## config.mk

```make
export PLATFORM = sky130hd
export DESIGN_NAME = fifo_wr_arbiter
export DESIGN_NICKNAME = d
export VERILOG_FILES = /design/src/rtl/fifo_ctrl_pkg.sv /design/src/rtl/rr_arbiter.sv /design/src/rtl/fifo_wr_arbiter.sv
export SDC_FILE = /design/constraint.sdc
export NUM_CORES = 1
export LEC_CHECK = 0
export BUFFER_PORTS_ARGS = -buffer_cell sky130_fd_sc_hd__buf_4
export CORE_ASPECT_RATIO = 0.7
export CORE_MARGIN = 5
export CORE_UTILIZATION = 45
export CTS_BUF_LIST = sky130_fd_sc_hd__clkbuf_16
export DETAILED_ROUTE_END_ITERATION = 7
export PLACE_DENSITY = 0.84
export SLEW_MARGIN = 5
export SYNTH_ARGS = -nofsm -noshare
export SYNTH_HDL_FRONTEND = slang
export SYNTH_HIERARCHICAL = 1
export SYNTH_SLANG_ARGS = --single-unit
```

## constraint.sdc

```tcl
create_clock -name clk -period 2.5 [get_ports clk]
set_clock_uncertainty 0.15 [all_clocks]
set_input_delay 0.125 -clock clk [delete_from_list [all_inputs] [get_ports clk]]
set_output_delay 0.125 -clock clk [all_outputs]
set_load 0.005 [all_outputs]
```

## src/rtl/fifo_ctrl_pkg.sv

```systemverilog
// Shared types and helpers for the FIFO write-side controller.
// Combinational only; no latency, no backpressure.
package fifo_ctrl_pkg;

  localparam int FRAME_CNT_W = 16;

  typedef enum logic {
    IDLE = 1'b0,
    XFER = 1'b1
  } state_e;

  function automatic logic [31:0] bin2gray(input logic [31:0] bin);
    return bin ^ (bin >> 1);
  endfunction

endpackage

```

## src/rtl/rr_arbiter.sv

```systemverilog
// Round-robin pick of the first requester after last_grant.
// Purely combinational; zero latency, no backpressure.
module rr_arbiter #(
  parameter int NUM_REQ = 4,
  localparam int IDX_W = (NUM_REQ > 1) ? $clog2(NUM_REQ) : 1
) (
  input  logic [NUM_REQ-1:0] req,
  input  logic [IDX_W-1:0]   last_grant,
  output logic [NUM_REQ-1:0] grant,
  output logic [IDX_W-1:0]   grant_idx,
  output logic               any_req
);

  int idx;

  // Scan from farthest to nearest so the nearest valid requester wins.
  always_comb begin
    grant     = '0;
    grant_idx = '0;
    any_req   = |req;
    idx       = 0;
    for (int off = NUM_REQ; off >= 1; off--) begin
      idx = int'(last_grant) + off;
      if (idx >= NUM_REQ) idx = idx - NUM_REQ;
      if (req[idx]) begin
        grant      = '0;
        grant[idx] = 1'b1;
        grant_idx  = IDX_W'(idx);
      end
    end
  end

endmodule

```

## src/rtl/fifo_wr_arbiter.sv

```systemverilog
// Frame-granular round-robin sharing of the FIFO write port; owns write pointers and full.
// One IDLE arbitration cycle per frame, then one beat per cycle; ready drops while full.
module fifo_wr_arbiter
  import fifo_ctrl_pkg::*;
#(
  parameter int NUM_REQ = 4,
  parameter int WIDTH   = 8,
  parameter int PTR_LEN = 4
) (
  input  logic                       clk,
  input  logic                       srst,
  input  logic [NUM_REQ-1:0]         req_valid,
  input  logic [NUM_REQ-1:0]         req_last,
  input  logic [NUM_REQ*WIDTH-1:0]   req_data,
  output logic [NUM_REQ-1:0]         req_ready,
  input  logic [PTR_LEN:0]           rd_ptr_sync,
  output logic                       wr_en,
  output logic [WIDTH-1:0]           wr_data,
  output logic [PTR_LEN:0]           wrt_ptr,
  output logic [PTR_LEN:0]           wrt_ptr_gray,
  output logic                       full,
  output logic                       busy,
  output logic [$clog2(NUM_REQ)-1:0] grant_id,
  output logic [FRAME_CNT_W-1:0]     frame_cnt
);

  localparam int IDX_W = $clog2(NUM_REQ);
  localparam int PTR_W = PTR_LEN + 1;

  state_e                 state_q, state_d;
  logic [IDX_W-1:0]       grant_q, grant_d;
  logic [IDX_W-1:0]       last_grant_q, last_grant_d;
  logic [NUM_REQ-1:0]     gnt_oh_q, gnt_oh_d;
  logic [PTR_W-1:0]       wptr_q, wptr_d, wgray_q, wgray_d, wptr_inc;
  logic [FRAME_CNT_W-1:0] frame_cnt_q, frame_cnt_d;
  logic                   busy_q, busy_d;
  logic [NUM_REQ-1:0]     arb_oh;
  logic [IDX_W-1:0]       arb_idx;
  logic                   arb_any;
  logic                   beat;
  logic [WIDTH-1:0]       data_arr [NUM_REQ];

  for (genvar i = 0; i < NUM_REQ; i++) begin : g_unpack
    assign data_arr[i] = req_data[i*WIDTH +: WIDTH];
  end

  rr_arbiter #(.NUM_REQ(NUM_REQ)) u_rr (
    .req        (req_valid),
    .last_grant (last_grant_q),
    .grant      (arb_oh),
    .grant_idx  (arb_idx),
    .any_req    (arb_any)
  );

  assign full = (wptr_q[PTR_LEN] != rd_ptr_sync[PTR_LEN]) &&
                (wptr_q[PTR_LEN-1:0] == rd_ptr_sync[PTR_LEN-1:0]);
  assign wptr_inc = wptr_q + PTR_W'(1);

  always_comb begin
    req_ready = (state_q == XFER && !full) ? gnt_oh_q : '0;
    beat      = |(req_valid & req_ready);
    wr_en     = beat;
    wr_data   = data_arr[grant_q];
  end

  always_comb begin
    state_d      = state_q;
    grant_d      = grant_q;
    last_grant_d = last_grant_q;
    gnt_oh_d     = gnt_oh_q;
    wptr_d       = wptr_q;
    wgray_d      = wgray_q;
    frame_cnt_d  = frame_cnt_q;
    busy_d       = busy_q;
    case (state_q)
      IDLE: begin
        if (arb_any) begin
          grant_d  = arb_idx;
          gnt_oh_d = arb_oh;
          state_d  = XFER;
          busy_d   = 1'b1;
        end
      end
      XFER: begin
        if (beat) begin
          wptr_d  = wptr_inc;
          wgray_d = PTR_W'(bin2gray(32'(wptr_inc)));
          if (|(req_last & gnt_oh_q)) begin
            state_d      = IDLE;
            busy_d       = 1'b0;
            last_grant_d = grant_q;
            frame_cnt_d  = frame_cnt_q + FRAME_CNT_W'(1);
          end
        end
      end
      default: state_d = IDLE;
    endcase
  end

  always_ff @(posedge clk) begin
    if (srst) begin
      state_q      <= IDLE;
      grant_q      <= '0;
      last_grant_q <= IDX_W'(NUM_REQ - 1);
      gnt_oh_q     <= NUM_REQ'(1);
      wptr_q       <= '0;
      wgray_q      <= '0;
      frame_cnt_q  <= '0;
      busy_q       <= 1'b0;
    end else begin
      state_q      <= state_d;
      grant_q      <= grant_d;
      last_grant_q <= last_grant_d;
      gnt_oh_q     <= gnt_oh_d;
      wptr_q       <= wptr_d;
      wgray_q      <= wgray_d;
      frame_cnt_q  <= frame_cnt_d;
      busy_q       <= busy_d;
    end
  end

  assign wrt_ptr      = wptr_q;
  assign wrt_ptr_gray = wgray_q;
  assign busy         = busy_q;
  assign grant_id     = grant_q;
  assign frame_cnt    = frame_cnt_q;

endmodule

```

=== Yosys cells after proc, flatten, opt, wreduce, memory -nomap -nowiden ===
Cells that the tools add are included.

* Register bits after elaboration: 36
* Output and inout port bits: 43
* Bits of input ports: 47
* Logic and storage cells: 99

* Order comparisons: 13
* $add $sub $neg: 10
* Bitwise operators: 5
* Reductions and logical operators: 14
* Equal/unequal tests: 5
* Muxes and demuxes: 44

{| class="wikitable"
|+ Operators with widths
! kind !! number
|-
| greater-or-equal comparator 32 x 1 -> 1 bit, second input constant || 4
|-
| greater-or-equal comparator 32 x 4 -> 1 bit, second input constant || 4
|-
| < comparator 32 x 4 -> 1 bit, second input constant || 4
|-
| 2-to-1 mux 32 bit || 4
|-
| subtractor 32 x 4 -> 32 bit, second input constant || 4
|-
| 2-to-1 mux 4 bit || 5
|-
| 2-to-1 mux 1 bit || 18
|-
| adder 16 x 1 -> 16 bit, second input constant || 1
|-
| binary-select mux 8 bit (select 2 bit) || 1
|-
| 2-to-1 mux 8 bit || 2
|-
| OR reduction 4 bit || 3
|-
| AND 4 bit || 2
|-
| binary-select mux 1 bit (select 2 bit) || 4
|-
| demux 1 bit (select 2 bit) || 4
|-
| 2-to-1 mux 2 bit || 4
|-
| adder 2 x 2 -> 3 bit, second input constant || 2
|-
| logical AND 1 bit || 6
|-
| AND reduction 3 bit || 2
|-
| adder 5 x 1 -> 5 bit, second input constant || 1
|-
| XOR 5 x 4 -> 5 bit || 1
|-
| adder 2 x 3 -> 4 bit, second input constant || 1
|-
| equality test 4 bit || 1
|-
| inequality test 2 bit, second input constant || 2
|-
| one-hot mux 1 bit (2 select lines) || 2
|-
| other kinds (8) || 9
|}

=== Depth between registers and ports, before layout ===
* Word-level depth: 11
* Depth in mapped cells: 11
* Mapped depth without buffers: 8

=== Cells and area by module ===
Netlist, hierarchy kept.

{| class="wikitable"
|+ Modules (own cells, without submodules)
! module !! seq. area each (um^2) !! area each (um^2) !! cells each !! instances
|-
| fifo_wr_arbiter || 700.7 || 1981.9 || 217 || 1
|-
| rr_arbiter || 0.0 || 523.0 || 66 || 1
|}

=== Worst setup path after synthesis ===
No wires, ideal clock.

* Path kind: flip-flop to flip-flop
* Start: register last_grant_q[0]
* End: register gnt_oh_q[0]
* Data required time: 2.230 ns
* Stages on the path, launching flop included: 10
* Setup time: 0.120 ns
* Buffers on the path: 3
* Arrival time: 2.401 ns
* Clock period less this slack: 2.670 ns
* Path slack: -0.170 ns
* Path through: dfxtp_1 > buf_6 > buf_2 > inv_1 > ha_1 > buf_2 > mux2_1 > mux2i_2 > a41oi_1 > a211o_1

* Word-level cells in the longest chain between the ends: 11
* Elaborated cells on any way between the ends: 52
* Classes of those cells: 8 x add/sub; 12 x order compare; 28 x mux; 4 x reduce/logical

{| class="wikitable"
|+ Ends and longest elaborated chain
! item !! RTL line !! source
|-
| start, declared || fifo_wr_arbiter.sv:32 || <nowiki>logic [IDX_W-1:0] last_grant_q, last_grant_d;</nowiki>
|-
| start signal, assigned || fifo_wr_arbiter.sv:104 || <nowiki>last_grant_q <= IDX_W'(NUM_REQ - 1);</nowiki>
|-
| start signal, assigned || fifo_wr_arbiter.sv:113 || <nowiki>last_grant_q <= last_grant_d;</nowiki>
|-
| adder 2 x 3 -> 4 bit || rr_arbiter.sv:23 || <nowiki>idx = int'(last_grant) + off;</nowiki>
|-
| subtractor 32 x 4 -> 32 bit / greater-or-equal comparator 32 x 4 -> 1 bit (equally long branches) || rr_arbiter.sv:24 || <nowiki>if (idx >= NUM_REQ) idx = idx - NUM_REQ;</nowiki>
|-
| 2-to-1 mux 32 bit || rr_arbiter.sv:24 ||
|-
| greater-or-equal comparator 32 x 1 -> 1 bit (implied by the code) / < comparator 32 x 4 -> 1 bit (equally long branches) || rr_arbiter.sv:27 || <nowiki>grant[idx] = 1'b1;</nowiki>
|-
| logical AND 1 bit (implied by the code) || rr_arbiter.sv:27 ||
|-
| 2-to-1 mux 1 bit (implied by the code) || rr_arbiter.sv:27 ||
|-
| demux 1 bit (select 2 bit) || - ||
|-
| 2-to-1 mux 4 bit (3 in series) || rr_arbiter.sv:25 || <nowiki>if (req[idx]) begin</nowiki>
|-
| 2-to-1 mux 4 bit * || rr_arbiter.sv:25 ||
|-
| named net arb_oh[0] || fifo_wr_arbiter.sv:37 || <nowiki>logic [NUM_REQ-1:0] arb_oh;</nowiki>
|-
| end signal, assigned || fifo_wr_arbiter.sv:114 || <nowiki>gnt_oh_q <= gnt_oh_d;</nowiki>
|-
| end, declared || fifo_wr_arbiter.sv:33 || <nowiki>logic [NUM_REQ-1:0] gnt_oh_q, gnt_oh_d;</nowiki>
|}

The timed path passes the listed nets; every way through them passes the cells marked *. The select of a mux whose other input is x is not followed.
A chain may end at the register's enable or synchronous reset.

=== Worst setup path in the final report ===
* Start: register last_grant_q[1]
* End: register gnt_oh_q[3]

Same word-level chain as after synthesis.

==> impl_metrics.yaml <==
placed_design:
  dpl_cell_area_um2: 3210
  port_buffers: 89
  place_ws_ps: 217
  dp_hpwl_um: 5370
  place.gp.congestion: 0.938
synthesis:
  synth_top_area_share_pct: 28.0
  synthesis.area_um2: 2500
  netlist_instances: 283
  synth-seq-area-share_pct: 28.0
  synth-edff-count: 0
  ys_warn_count: 6
  synthDistinctLibCells: 55
  syn_nets: 340
  yosysMostFrequentCell: "dfxtp_1"
  async_flop_share_pct: 0
  synth_common_cells: "dfxtp_1, nor2_1, nand2_1, mux2i_1"
  yosys_register_bits: 35
  synthTopCellsByArea: "dfxtp_1, mux4_2, mux2i_1"
  yosysTopAreaCell: "dfxtp_1"
  postSynthAreaPerCell_um2: 8.85
  synthFlopType: "dfxtp_1"
clocking:
  cts_buffers: 5
  clockBufferDepth: 2
  cts_tree: "yes"
  path_clk_slew_ps: 60
  cts_resized: 0
  cts_setup_buffers: 0
  clock_latency_ps: 280
  h-tree-depth: 2
  clkSinkCount: 35
  cts-hold-fix-buffers: 0
  cts_root_buf: "clkbuf_16"
timing:
  timing.final.crit_share_pct: 92.4
  finalSetupViolCount: 0
  hold_viol: 0
  tns_ps: 0
  maxSlewHeadroom_pct: 46.8
  worstMarginPinSlew_ps: 796
  rsz0062_at_grt: "false"
  fin_crit_ps: 2310
  setup_ws_ps: 190
  maxSlewViolCount: 0
  clock.fmax_mhz: 433
setup_path:
  worstPathMaxFanout: 9
  critPathArrivalTime_ps: 2370
  cp.required_ps: 2570
  path_class: "reg2reg"
  r2r_cells: 8
  startpoint_type: "register"
  endpoint_kind: "register"
drt:
  m1WireLength_um: 2890
  antenna_left: 0
  wl_met3_um: 638
  drt_iter0_markers: 149
  wirelength_um: 6940
  vias_per_cell: 5.68
  wl_per_cell_um: 15.8
  drcViolationCount: 0
  first_pass_iters: 4
  via_count: 2486
  top_layer_used: "met4"
  dr_wl_met2_um: 3250
power:
  ir_drop_v: 0.000302
  power_density_nw_per_um2: 555
  power_mw: 1.86
  cellLeakagePower_nw: 1.42
finish:
  diodes: 0
  syn_to_final_growth_pct: 33.8
  stdcell_area_um2: 3350
  drive_above_1_share_pct: 34.4
  multi_input_area_um2: 1690
  final.fill_count: 427
  layout.nets: 422
  regArea_um2: 702
outcome:
  status: "complete, no violations"
die:
  start_util_pct: 47.2
  rows: 22
  die_w_um: 99.2
  num_io_pins: 90
  coreArea_um2: 5310
  die_area_um2: 7180
  dieHeight_um: 72.4
global_routing:
  track_usage_pct: 19.1
  antenna_found_initial: 0
  grt_max_degree: 41
  grt_pass1_wl_um: 11300
  overflow: 0
  grt_pass1_vias: 2429
worst_hold_path:
  hold_class: "in2reg"
  whs_path_depth: 2
job:
  cap_violations: 0
==> cell families after synthesis <==
logic type,after synthesis,synth area share (%)
AOI/OAI and AO/OA,55,16.6
DFF,35,28.0
buffers and inverters,26,5.09
adders and majority gates,10,5.00
muxes,30,17.0
and+or+nand+nor,111,22.7
xor gates and xnor gates,16,5.59
==> worst max-delay path, cell delays in order, from the launching register on <==
cell and delay [ps]:
dfxtp_1 320, inv_1 90, ha_1 460, mux2_1 410, mux2i_4 310, nor2_1 110, a41oi_1 170, mux2i_1 100
nor2_1 120
==> path summary, 6_finish.rpt <==
path              startpoint              end  slack (ps)
max          last_grant_q[1]      gnt_oh_q[3]         190
min                     srst     frame_cnt[1]         110
max reg2reg  last_grant_q[1]      gnt_oh_q[3]         190
min reg2reg  wrt_ptr_gray[2]  wrt_ptr_gray[2]         320
==> layout by cell type (no fill, tap or decap), types with 7 or more instances in the layout <==
cell,synthesis,routed
a21oi_1,12,12
buf_4,2,93
dfxtp_1,35,34
ha_1,10,10
inv_1,7,7
mux2i_1,13,13
mux4_2,9,9
nand2_1,22,22
nand3_1,12,12
nor2_1,33,33
nor2b_1,8,8
o21ai_1,7,7
or4_1,9,9
xnor2_1,11,11
==> layer usage <==
metal  vias up  global-route usage (%)
li1       1199                       -
met1      1155                    23.7
met2       115                    32.5
met3        17                    5.96
met4         0                    5.00
met5         -                       0
==> per-stage QoR <==
step | hold WS, ps | std cells | utilization, %
after global routing | 132 | 438 | 63.1
after CTS | 116 | 438 | 63.1
final | 106 | 438 | 63.1
after detailed placement | 317 | 430 | 60.3
after global placement | 297 | 430 | 60.3
after floorplan | 146 | 283 | -
==> flip-flops by register name, indices dropped and copies added, names as in the netlist <==
name	flops
frame_cnt	16
wrt_ptr	5
gnt_oh_q	4
wrt_ptr_gray	4
grant_id	2
last_grant_q	2
busy	1
state_q	1
==> power breakdown <==
| group | internal [mW] | switching (mW) | total (mW) |
|---|---|---|---|
| clock | 0.367 | 0.235 | 0.602 |
| sequential | 0.596 | 0.0550 | 0.651 |
| combinational | 0.319 | 0.287 | 0.606 |
==> layout make-up <==
class,count,share of cell area [%]
Multi-Input combinational cell,222,50.3
Clock inverter,3,0.597
Sequential cell,35,20.9
Timing Repair Buffer,93,20.8
Clock buffer,5,3.73
Inverter,8,0.896
Tap cell,72,2.69
Power figures use the tool's default switching activity.
